===== src/rtl/multdiv_pkg.sv =====
`default_nettype none
// ============================================================================
// Module   : multdiv_pkg
// Purpose  : Shared constants, types and helpers for the MULT/DIV controller.
//            Holds the FSM state encoding, the op encoding, the word width
//            and iteration count, and the two's-complement helpers used for
//            the signed-divide magnitude/sign handling.
// Revision : 1.0 - initial release
// ============================================================================
package multdiv_pkg;

    localparam int WORD = 32;
    localparam int ITER = 32;

    localparam logic [1:0] IDLE = 2'd0;
    localparam logic [1:0] RUN  = 2'd1;
    localparam logic [1:0] DONE = 2'd2;

    localparam logic OP_MULT = 1'b0;
    localparam logic OP_DIV  = 1'b1;

    typedef logic [WORD-1:0] word_t;

    // Unsigned magnitude of a signed word. 0x80000000 maps to itself, which
    // is the correct unsigned magnitude 2^31.
    function automatic word_t mag(input word_t v);
        return v[WORD-1] ? word_t'(-v) : v;
    endfunction

    // Two's-complement negate when s is set.
    function automatic word_t neg_if(input word_t v, input logic s);
        return s ? word_t'(-v) : v;
    endfunction

endpackage
`default_nettype wire


===== src/rtl/multdiv_if.sv =====
`default_nettype none
// ============================================================================
// Module   : multdiv_if
// Purpose  : Request/response bundle between the main control unit and the
//            MULT/DIV controller.
// Ports    : start, op, a, b     - request from the control unit (master)
//            busy, done, div_zero - status back to the control unit
//            hi, lo               - Hi/Lo register values (MFHI/MFLO)
// Revision : 1.0 - initial release
// ============================================================================
interface multdiv_if;
    import multdiv_pkg::*;

    logic  start;
    logic  op;
    word_t a;
    word_t b;
    logic  busy;
    logic  done;
    logic  div_zero;
    word_t hi;
    word_t lo;

    modport master (
        output start, op, a, b,
        input  busy, done, div_zero, hi, lo
    );

    modport slave (
        input  start, op, a, b,
        output busy, done, div_zero, hi, lo
    );

endinterface
`default_nettype wire


===== src/rtl/multdiv_div_step.sv =====
`default_nettype none
// ============================================================================
// Module   : div_step
// Purpose  : One combinational restoring-divide iteration on unsigned
//            magnitudes: shift the next dividend bit into the partial
//            remainder, trial-subtract the divisor, keep the difference and
//            emit quotient bit 1 when it did not borrow.
// Ports    : rem_in   - current partial remainder (always < divisor)
//            dvd_bit  - next dividend bit, MSB first
//            divisor  - unsigned divisor magnitude
//            rem_out  - next partial remainder
//            q_bit    - quotient bit produced by this step
// Revision : 1.0 - initial release
// ============================================================================
module div_step
    import multdiv_pkg::*;
(
    input  word_t rem_in,
    input  logic  dvd_bit,
    input  word_t divisor,
    output word_t rem_out,
    output logic  q_bit
);

    // One extra bit: the shifted remainder can reach 2*divisor-1, and the
    // top bit of the difference doubles as the borrow flag.
    logic [WORD:0] shifted;
    logic [WORD:0] diff;

    always_comb begin
        shifted = {rem_in, dvd_bit};
        diff    = shifted - {1'b0, divisor};
        q_bit   = ~diff[WORD];
        rem_out = q_bit ? diff[WORD-1:0] : shifted[WORD-1:0];
    end

endmodule
`default_nettype wire


===== src/rtl/multdiv_ctrl.sv =====
`default_nettype none
// ============================================================================
// Module   : multdiv_ctrl
// Purpose  : Sequential signed MULT (radix-2 Booth) / DIV (restoring) unit
//            with the Hi/Lo register pair. 32 iterations per operation, one
//            per clock; DIV by zero completes immediately with div_zero.
// Ports    : clk    - system clock, rising edge
//            reset  - asynchronous active-high reset
//            bus    - multdiv_if.slave: start/op/a/b in,
//                     busy/done/div_zero/hi/lo out
// Revision : 1.0 - initial release
// ============================================================================
module multdiv_ctrl
    import multdiv_pkg::*;
(
    input  logic      clk,
    input  logic      reset,
    multdiv_if.slave  bus
);

    localparam logic [5:0] LAST_ITER = 6'(ITER - 1);

    logic [1:0]    state_q, state_d;
    logic [5:0]    cnt_q,   cnt_d;
    logic          op_q,    op_d;
    // Accumulator carries one guard bit so Booth never overflows, even when
    // subtracting a multiplicand of 0x80000000. In DIV it holds the
    // partial remainder in its low WORD bits.
    logic [WORD:0] acc_q,   acc_d;
    // MULT: multiplier shifting right. DIV: dividend shifting out at the
    // top while quotient bits shift in at the bottom.
    word_t         work_q,  work_d;
    logic          qm1_q,   qm1_d;
    // MULT: multiplicand. DIV: divisor magnitude.
    word_t         opnd_q,  opnd_d;
    logic          qneg_q,  qneg_d;
    logic          rneg_q,  rneg_d;
    logic          dz_q,    dz_d;
    word_t         hi_q,    hi_d;
    word_t         lo_q,    lo_d;

    logic [WORD:0] opnd_sx;
    logic [WORD:0] booth_sum;
    word_t         div_rem;
    logic          div_qbit;
    logic [WORD:0] step_acc;
    word_t         step_work;
    logic          step_qm1;
    word_t         res_hi;
    word_t         res_lo;

    div_step u_div_step (
        .rem_in  (acc_q[WORD-1:0]),
        .dvd_bit (work_q[WORD-1]),
        .divisor (opnd_q),
        .rem_out (div_rem),
        .q_bit   (div_qbit)
    );

    // One iteration of whichever operation is in flight.
    always_comb begin
        opnd_sx = {opnd_q[WORD-1], opnd_q};
        case ({work_q[0], qm1_q})
            2'b01:   booth_sum = acc_q + opnd_sx;
            2'b10:   booth_sum = acc_q - opnd_sx;
            default: booth_sum = acc_q;
        endcase

        if (op_q == OP_MULT) begin
            // Arithmetic shift right of {acc, multiplier, q-1}.
            step_acc  = {booth_sum[WORD], booth_sum[WORD:1]};
            step_work = {booth_sum[0], work_q[WORD-1:1]};
            step_qm1  = work_q[0];
            res_hi    = step_acc[WORD-1:0];
            res_lo    = step_work;
        end else begin
            step_acc  = {1'b0, div_rem};
            step_work = {work_q[WORD-2:0], div_qbit};
            step_qm1  = 1'b0;
            res_hi    = neg_if(step_acc[WORD-1:0], rneg_q);
            res_lo    = neg_if(step_work, qneg_q);
        end
    end

    always_comb begin
        state_d = state_q;
        cnt_d   = cnt_q;
        op_d    = op_q;
        acc_d   = acc_q;
        work_d  = work_q;
        qm1_d   = qm1_q;
        opnd_d  = opnd_q;
        qneg_d  = qneg_q;
        rneg_d  = rneg_q;
        dz_d    = 1'b0;
        hi_d    = hi_q;
        lo_d    = lo_q;

        case (state_q)
            IDLE: begin
                if (bus.start) begin
                    if (bus.op == OP_DIV && bus.b == '0) begin
                        state_d = DONE;
                        dz_d    = 1'b1;
                    end else begin
                        state_d = RUN;
                        cnt_d   = '0;
                        op_d    = bus.op;
                        acc_d   = '0;
                        qm1_d   = 1'b0;
                        if (bus.op == OP_MULT) begin
                            opnd_d = bus.a;
                            work_d = bus.b;
                            qneg_d = 1'b0;
                            rneg_d = 1'b0;
                        end else begin
                            opnd_d = mag(bus.b);
                            work_d = mag(bus.a);
                            qneg_d = bus.a[WORD-1] ^ bus.b[WORD-1];
                            rneg_d = bus.a[WORD-1];
                        end
                    end
                end
            end
            RUN: begin
                acc_d  = step_acc;
                work_d = step_work;
                qm1_d  = step_qm1;
                cnt_d  = cnt_q + 6'd1;
                if (cnt_q == LAST_ITER) begin
                    state_d = DONE;
                    hi_d    = res_hi;
                    lo_d    = res_lo;
                end
            end
            DONE:    state_d = IDLE;
            default: state_d = IDLE;
        endcase
    end

    always_ff @(posedge clk or posedge reset) begin
        if (reset) begin
            state_q <= IDLE;
            cnt_q   <= '0;
            op_q    <= OP_MULT;
            acc_q   <= '0;
            work_q  <= '0;
            qm1_q   <= 1'b0;
            opnd_q  <= '0;
            qneg_q  <= 1'b0;
            rneg_q  <= 1'b0;
            dz_q    <= 1'b0;
            hi_q    <= '0;
            lo_q    <= '0;
        end else begin
            state_q <= state_d;
            cnt_q   <= cnt_d;
            op_q    <= op_d;
            acc_q   <= acc_d;
            work_q  <= work_d;
            qm1_q   <= qm1_d;
            opnd_q  <= opnd_d;
            qneg_q  <= qneg_d;
            rneg_q  <= rneg_d;
            dz_q    <= dz_d;
            hi_q    <= hi_d;
            lo_q    <= lo_d;
        end
    end

    assign bus.busy     = (state_q == RUN);
    assign bus.done     = (state_q == DONE);
    assign bus.div_zero = dz_q;
    assign bus.hi       = hi_q;
    assign bus.lo       = lo_q;

endmodule
`default_nettype wire


===== src/flat_wrapper.sv =====
// flat-port wrapper written by rule: the top's interface ports become plain ports
module multdiv_ctrl_flat import multdiv_pkg::*;
  (clk, reset, bus_start, bus_op, bus_a, bus_b, bus_busy, bus_done, bus_div_zero, bus_hi, bus_lo);
  multdiv_if bus_i ();
  input  logic clk;
  input  logic reset;
  input wire logic [$bits(bus_i.start)-1:0] bus_start;
  input wire logic [$bits(bus_i.op)-1:0] bus_op;
  input wire logic [$bits(bus_i.a)-1:0] bus_a;
  input wire logic [$bits(bus_i.b)-1:0] bus_b;
  output wire logic [$bits(bus_i.busy)-1:0] bus_busy;
  output wire logic [$bits(bus_i.done)-1:0] bus_done;
  output wire logic [$bits(bus_i.div_zero)-1:0] bus_div_zero;
  output wire logic [$bits(bus_i.hi)-1:0] bus_hi;
  output wire logic [$bits(bus_i.lo)-1:0] bus_lo;
  assign bus_i.start = bus_start;
  assign bus_i.op = bus_op;
  assign bus_i.a = bus_a;
  assign bus_i.b = bus_b;
  assign bus_busy = bus_i.busy;
  assign bus_done = bus_i.done;
  assign bus_div_zero = bus_i.div_zero;
  assign bus_hi = bus_i.hi;
  assign bus_lo = bus_i.lo;
  multdiv_ctrl u_core (.clk(clk), .reset(reset), .bus(bus_i));
endmodule

===== config.mk =====
export PLATFORM = sky130hd
export DESIGN_NAME = multdiv_ctrl_flat
export DESIGN_NICKNAME = d
export VERILOG_FILES = /design/src/rtl/multdiv_pkg.sv /design/src/rtl/multdiv_if.sv /design/src/rtl/multdiv_div_step.sv /design/src/rtl/multdiv_ctrl.sv /design/src/flat_wrapper.sv
export SDC_FILE = /design/constraint.sdc
export NUM_CORES = 1
export LEC_CHECK = 0
export CAP_MARGIN = 20
export CORE_MARGIN = 8
export CORE_UTILIZATION = 50
export DETAILED_ROUTE_END_ITERATION = 12
export MAX_ROUTING_LAYER = met4
export PLACE_DENSITY = 0.7
export SLEW_MARGIN = 20
export SYNTH_ARGS = -nofsm -noshare
export SYNTH_HDL_FRONTEND = slang
export SYNTH_SLANG_ARGS = --single-unit

===== constraint.sdc =====
create_clock -name clk -period 13.2 [get_ports clk]
set_clock_uncertainty 0.2 [all_clocks]
set_input_delay 1.98 -clock clk [delete_from_list [all_inputs] [get_ports clk]]
set_output_delay 1.98 -clock clk [all_outputs]
set_load 0.05 [all_outputs]

# ---- Yosys cells after proc, flatten, opt, wreduce, memory -nomap -nowiden
# Index checks and enable logic that the tools add are counted.
# W data, S select, Z words.
dict set report op_classes {
  n_addsub 8
  eq_ne 8
  n_mux 34
  n_bitwise 3
  n_reduce_logical 8
}
# op count
set ops {}
lappend ops {{$mux W32} 12}
lappend ops {{$pmux W33 S2} 2}
lappend ops {{$neg A32 Y32} 4}
lappend ops {{$mux W33} 3}
lappend ops {{$pmux W32 S2} 1}
lappend ops {{$add A33 B33 Y33} 1}
lappend ops {{$sub A33 B32 Y33} 1}
lappend ops {{$sub A33 B33 Y33} 1}
lappend ops {{$logic_not A32 Y1} 1}
lappend ops {{$mux W6} 2}
lappend ops {{$pmux W6 S2} 1}
lappend ops {{$mux W1} 8}
lappend ops {{$add A6 B1 Y6 const B} 1}
lappend ops {{$eq A6 B5 Y1 const B} 1}
lappend ops {{$mux W2} 3}
lappend ops {{$reduce_and A3 Y1} 2}
lappend ops {{$eq A2 B1 Y1 const B} 2}
lappend ops {{$eq A2 B2 Y1 const B} 2}
lappend ops {{$ne A2 B2 Y1 const B} 2}
lappend ops {{$pmux W2 S2} 1}
lappend ops {{$reduce_and A2 Y1} 2}
lappend ops {{$logic_not A2 Y1} 1}
lappend ops {{$ne A2 B1 Y1 const B} 1}
lappend ops {{$not A1 Y1} 2}
lappend ops {{other kinds (4)} 4}
dict set report word_totals {
  ff_bits 174
  in_bits 68
  output_inout_bits 67
  elab_cells 73
}

# ---- Longest topological paths before layout
dict set report logic_depth {
  depth_word 6
  ltp_mapped 24
  mapped_depth_nobuf 20
}

# ---- Modules after synthesis
# From an unflattened synthesis, not the netlist that was laid out.
dict set report unflattened {
  cells_unflattened 1992
  area_unflattened_um2 15820.2
}
# mod n_inst cells_each area_per_inst_um2 seq_area_each_um2
set by_module_without_submodules {}
lappend by_module_without_submodules {multdiv_ctrl 1 1684 13514.2 4354.2}
lappend by_module_without_submodules {div_step 1 308 2306.0 0.0}

# ---- Worst setup path after synthesis
# OpenSTA, ideal clock, no wires.
dict set report synth_timing {
  path_kind {input -> register}
  from {input port bus_a[14]}
  to {register u_core.work_q[29]}
  setup_time_ns 0.142
  t_arrival_ns 4.884
  required_ns 12.858
  setup_slack_ns 7.974
  cell_stages 12
  path_buffers 0
  cell_sequence {or4_4 > nor4_4 > nand2b_2 > or4_4 > or4_4 > or3_4 > or3_4 > o21ai_2 > xor2_1 > nor2_1 > a21oi_1 > o221ai_1}
}
dict set report synth_via {
  elab_chain_len 6
}
# item line_no
set synth_rtl {}
lappend synth_rtl {{start, declared} flat_wrapper.sv:9} ;# input wire logic [$bits(bus_i.a)-1:0] bus_a;
lappend synth_rtl {{$neg A32 Y32} multdiv_pkg.sv:27} ;# return v[WORD-1] ? word_t'(-v) : v;
lappend synth_rtl {{$mux W32} multdiv_pkg.sv:27}
lappend synth_rtl {{$mux W32} multdiv_ctrl.sv:111} ;# if (bus.op == OP_MULT) begin
lappend synth_rtl {{$mux W32} multdiv_ctrl.sv:102} ;# if (bus.op == OP_DIV && bus.b == '0) begin
lappend synth_rtl {{$mux W32} multdiv_ctrl.sv:101} ;# if (bus.start) begin
lappend synth_rtl {{$pmux W32 S2} multdiv_ctrl.sv:99} ;# case (state_q)
lappend synth_rtl {{end signal, assigned} multdiv_ctrl.sv:160} ;# work_q <= work_d;
lappend synth_rtl {{end, declared} multdiv_ctrl.sv:32} ;# word_t work_q, work_d;
# No other way between the ends. The select of a mux whose other input is x is not followed.
# A chain may end at the register's enable or synchronous reset.

# ---- Final worst setup path
dict set report layout_timing {
  from {register u_core.work_q[31]}
  to {register u_core.hi_q[26] (netlist: u_core.bus.hi[26])}
}
dict set report layout_via {
  elab_chain_len 5
}
# item line_no
set layout_rtl {}
lappend layout_rtl {{$sub A33 B32 Y33} multdiv_div_step.sv:32} ;# diff = shifted - {1'b0, divisor};
lappend layout_rtl {{$mux W32 *} multdiv_div_step.sv:34} ;# rem_out = q_bit ? diff[WORD-1:0] : shifted[WORD-1:0];
lappend layout_rtl {{$neg A32 Y32} multdiv_pkg.sv:32} ;# return s ? word_t'(-v) : v;
lappend layout_rtl {{$mux W32 *} multdiv_pkg.sv:32}
lappend layout_rtl {{$mux W32 *} multdiv_ctrl.sv:69} ;# if (op_q == OP_MULT) begin
lappend layout_rtl {{end signal, assigned} multdiv_ctrl.sv:166} ;# hi_q <= hi_d;
lappend layout_rtl {{end, declared} multdiv_ctrl.sv:39} ;# word_t hi_q, hi_d;
# Every way passes the cells marked *; elsewhere a longest branch is shown, timed or not.

==> results.md <==
Clocking:
- Buffers inserted to repair hold after CTS numbered 0.
- The clock-pin slew on the worst setup and hold paths is roughly 0.070 ns.
- Counting along the longest clock path gives a buffer depth of 2.
- The root buffer cell is sky130_fd_sc_hd__clkbuf_16.
- In this run, CTS created clock tree buffers numbering 17.
- The clock net in this run drives a total of 174 sinks.
- At the later pin of the worst-skew pair, clock insertion delay measures between 0.4 and 0.5 ns.
- TritonCTS built the clock tree.
- The number of levels in the clock H-tree is 4.
- Once the clock tree was built, the setup fixing pass inserted 0 buffers.
- In this run, post-CTS repair resized a total of 0 instances.

Timing:
- At the pin with the least slew margin, the transition time is 1.05 ns.
- The number of failing setup endpoints in the final timing report is 0.
- Hold is met by about 0.28 ns.
- For this run, the top clock speed supported by timing is roughly 160 MHz.
- The shortest period the worst path allows is between 6 and 7 ns.
- The headroom to the max-slew limit is 0.301.
- The final count of hold timing violations is 0.
- The total count of max-transition violations in the final report is 0.
- Across all setup checks in the final design, the least slack found is 7.09 ns.
- Dividing the final minimum period by the clock period gives 0.463.
- Setup repair after global routing left no endpoint under its margin.
- The summed negative setup slack over all endpoints is 0 ns.

Cells and area:
- For this run, the post-layout net count is approximately 2.3k.
- The final cell area excluding filler cells is 18,500 um2.
- The relative area change from synthesis to final layout is 13.2%.
- The number of antenna diodes in the final layout is 0.
- The share of layout cells above drive strength 1 is 0.0444.

Placed design:
- Summing all placed instances gives a cell area of 17,900 um2.
- The HPWL after detailed placement is 45.3 mm.
- Buffers placed on the I/O ports in this run total 134.
- Prior to clock tree synthesis, the placed netlist has a worst setup slack of 7.21 ns.
- The congestion estimate from routability-driven global placement came to 1.05.

Global routing:
- The initial antenna violation count was 0.
- The first global-routing pass estimated between 90 and 100 mm of wire.
- The number of global-route vias before repair is between 15k and 20k.
- The maximum number of pins on one net before global-route repair is between 100 and 150.
- Across every metal layer, demand over resource in global routing totals 0.311.
- For this run the aggregate overflow at the end of global routing stands at 0.

Worst setup path:
- The depth of the most critical reg-to-reg path is 21.
- The most numerous cell type found on the critical path is sky130_fd_sc_hd__a21oi_1.
- In this run the register-to-register setup slack is 7.09 ns.
- The data arrival time of the worst path is about 6.2 ns.
- Walking the worst path, the cells encountered are inv_1 > ha_1 > fa_1 > nand2b_1 > a21oi_1 > o21a_1 > a31o_2 > a2111oi_4 > nor3_4 > buf_4 > inv_2 > buf_4 > a21oi_1 > ha_1 > nand3_1 > nor4_1 > a21oi_1 > nand2b_1 > o21ai_0 > xnor2_1 > o21ai_0.
- In this run the worst path has a maximum fanout of slightly below 50.
- The critical path startpoint is u_core.work_q[31]$_DFFE_PP0P_.
- In this run the worst setup path terminates at u_core.bus.hi[26]$_DFFE_PP0P_.
- The beginning of the worst register-to-register path is u_core.work_q[31]$_DFFE_PP0P_.
- The critical path endpoint category is a register.
- STA puts the critical path data required time at about 13 ns.
- The category of the worst setup path launch point is a register.
- The terminus of the critical flop-to-flop path is u_core.bus.hi[26]$_DFFE_PP0P_.
- The slowest stage of the critical path belongs to the cell sky130_fd_sc_hd__dfrtp_1.
- The delay of the slowest cell on the worst path is between 0.5 and 0.6 ns.
- The setup path with the least slack is of type register to register.

Logic synthesis:
- In the synthesized netlist the dominant register cell turns out to be sky130_fd_sc_hd__dfrtp_1.
- Of the total synthesized cell area, the portion taken by XOR and XNOR cells is 0.103.
- The per-instance average area after synthesis is around 7.6 um2.
- Synthesis inferred ~170 register bits.
- The portion of synthesized area spent on multiplexers is 0.0463.
- Counting instances in the post-synthesis netlist gives the leading cell types as 255 x sky130_fd_sc_hd__nand2_1, 216 x sky130_fd_sc_hd__o21ai_0, 208 x sky130_fd_sc_hd__nor2_1, 187 x sky130_fd_sc_hd__a21oi_1, 174 x sky130_fd_sc_hd__dfrtp_1.
- Of the total synthesized cell area, the portion taken by AND, OR, NAND and NOR gates is 0.195.
- The biggest area contributor in the post-synthesis netlist is sky130_fd_sc_hd__dfrtp_1.
- The cell count after synthesis came out at between 2k and 2.5k.
- The compound-gate portion of the synthesized area was 0.283.
- The total number of yosys warnings is 0.
- The netlist uses 85 different library cells.
- The post-synthesis adder-cell area fraction is 0.0568.
- Summing every instance area after synthesis gives roughly 16,000 um2.
- The share of synthesized area in the top cell type comes to 0.267.
- After synthesis, the share of flip-flops with an asynchronous set or reset is 1.00.
- The number of enable flip-flop cells after synthesis is 0.
- The number of nets in the synthesized netlist is between 2k and 2.5k.
- Ranked by total cell area, the synthesized netlist is headed by sky130_fd_sc_hd__dfrtp_1 27%, sky130_fd_sc_hd__o21ai_0 6.6%, sky130_fd_sc_hd__xor2_1 6.4%.
- Among all cell types in the netlist, the one instantiated most often is sky130_fd_sc_hd__nand2_1.
- The share of the yosys chip area belonging to registers is 0.267.
- The combinational family with the most area after synthesis is compound AO/OA/AOI/OAI gates.

Routing:
- In this run the remaining antenna-violating nets after routing total 0.
- The final route contains approximately 17k vias.
- The first-iteration detailed-routing DRC count is between 1k and 1.5k.
- The average via count per standard cell is 6.30.
- Before antenna repair, the detailed router went through 5 iterations.
- The residual DRC count is 0.
- The sum of routed wire length over all layers is roughly 59 mm.
- After detailed routing, the average wire length per cell comes to ~22 um.

Worst hold path:
- The worst hold path belongs to the class register to register.

Outcome:
- The flow ran to the end, and the final reports show no timing, DRC or antenna violations.

Floorplanning:
- The die covers roughly 39,000 um2.
- The floorplan row count is between 60 and 70.
- The height of the die is between 150 and 200 um.
- The die boundary width is 197 um.
- The floorplan step defined a core boundary enclosing 32,400 um2.
- Pin placement for this block handled around 140 I/O pins.
- The starting density of the core is 0.505.

Flow run:
- The reported max-cap violation count is 0.
## registers in the layout, indices dropped and copies added (netlist names)
signal               count
u_core.bus.lo           32
u_core.work_q           32
u_core.op_q              1
u_core.qneg_q            1
u_core.bus.div_zero      1
u_core.rneg_q            1
u_core.cnt_q             6
u_core.bus.hi           32
u_core.acc_q            33
u_core.qm1_q             1
u_core.opnd_q           32
u_core.state_q           2
## routing by layer
layer | track usage | part of all wire | up-vias
met4 | 0.189 | 0.070 | 0
met5 | - | 0 | -
li1 | - | - | 7803
met2 | 0.527 | 0.49 | 551
met3 | 0.0362 | 0.040 | 171
met1 | 0.349 | 0.40 | 8019
## area by class of cell
type / instances / area, um2
repair buffers: 152 / 1480
inverters: 74 / 283
clock inverters: 14 / 171
multi-input cells: 1753 / 11200
clock buffers: 18 / 439
fillers: 3130 / 13900
flip-flops and latches: 174 / 4360
well taps: 442 / 553
## worst max-delay path: cells and delay by family (launching register included)
| kind | cells | cell delay, ns |
|---|---|---|
| XOR/XNOR | 1 | 0.14 |
| adder cells (fa/ha/maj) | 3 | 1.04 |
| AND/OR/NAND/NOR | 5 | 1.18 |
| flip-flops | 1 | 0.56 |
| AO/OA/AOI/OAI | 8 | 1.61 |
| buffers and inverters | 4 | 1.19 |
## kinds of logic after synthesis
| group | Yosys count |
|---|---|
| AOI/OAI and AO/OA | 724 |
| adders and majority gates | 73 |
| DFF | 174 |
| muxes | 75 |
| buffers and inverters | 210 |
| xor gates and xnor gates | 192 |
| and+or+nand+nor | 689 |
## through the flow
stage,utilization,std cells
floorplan,-,2137
global placement,0.552,2594
detailed placement,0.552,2595
CTS,0.571,2627
global route,0.571,2627
finish,0.571,2627
## how the worst min path moves through the flow
stage | startpoint | slack, ns | to | cells past startpoint
detailed placement | u_core.bus.hi[21]$_DFFE_PP0P_ | 0.27 | u_core.bus.hi[21]$_DFFE_PP0P_ | 1
global route | u_core.bus.lo[31]$_DFFE_PP0P_ | 0.31 | u_core.bus.lo[31]$_DFFE_PP0P_ | 2
finish | u_core.bus.hi[4]$_DFFE_PP0P_ | 0.28 | u_core.bus.hi[4]$_DFFE_PP0P_ | 2
CTS | u_core.bus.hi[4]$_DFFE_PP0P_ | 0.28 | u_core.bus.hi[4]$_DFFE_PP0P_ | 2
floorplan | u_core.state_q[1]$_DFFE_PP0P_ | 0.26 | u_core.state_q[1]$_DFFE_PP0P_ | 1
global placement | u_core.bus.hi[7]$_DFFE_PP0P_ | 0.26 | u_core.bus.hi[7]$_DFFE_PP0P_ | 2
## cells in the final DEF, fill, tap and decap left out, types with 15 or more instances in the layout
cell type and count:
sky130_fd_sc_hd__a211oi_1 26, sky130_fd_sc_hd__a21o_1 23, sky130_fd_sc_hd__a21oi_1 187, sky130_fd_sc_hd__a22o_1 18
sky130_fd_sc_hd__a31oi_1 15, sky130_fd_sc_hd__and3_1 19, sky130_fd_sc_hd__buf_4 17, sky130_fd_sc_hd__clkbuf_16 17
sky130_fd_sc_hd__clkdlybuf4s50_1 133, sky130_fd_sc_hd__dfrtp_1 173, sky130_fd_sc_hd__ha_1 70, sky130_fd_sc_hd__inv_1 70
sky130_fd_sc_hd__mux2i_1 71, sky130_fd_sc_hd__nand2_1 254, sky130_fd_sc_hd__nand2b_1 19, sky130_fd_sc_hd__nand3_1 27
sky130_fd_sc_hd__nor2_1 207, sky130_fd_sc_hd__nor3_1 38, sky130_fd_sc_hd__nor4_1 17, sky130_fd_sc_hd__o211ai_1 44
sky130_fd_sc_hd__o21a_1 16, sky130_fd_sc_hd__o21ai_0 216, sky130_fd_sc_hd__o21bai_1 17, sky130_fd_sc_hd__o221ai_1 32
sky130_fd_sc_hd__o31ai_1 35, sky130_fd_sc_hd__o41ai_1 17, sky130_fd_sc_hd__or3_1 26, sky130_fd_sc_hd__xnor2_1 73
sky130_fd_sc_hd__xor2_1 119
Power is left out: the tool's default activity adds up to more than one toggle a clock period on the data nets, which glitch-free logic cannot reach.
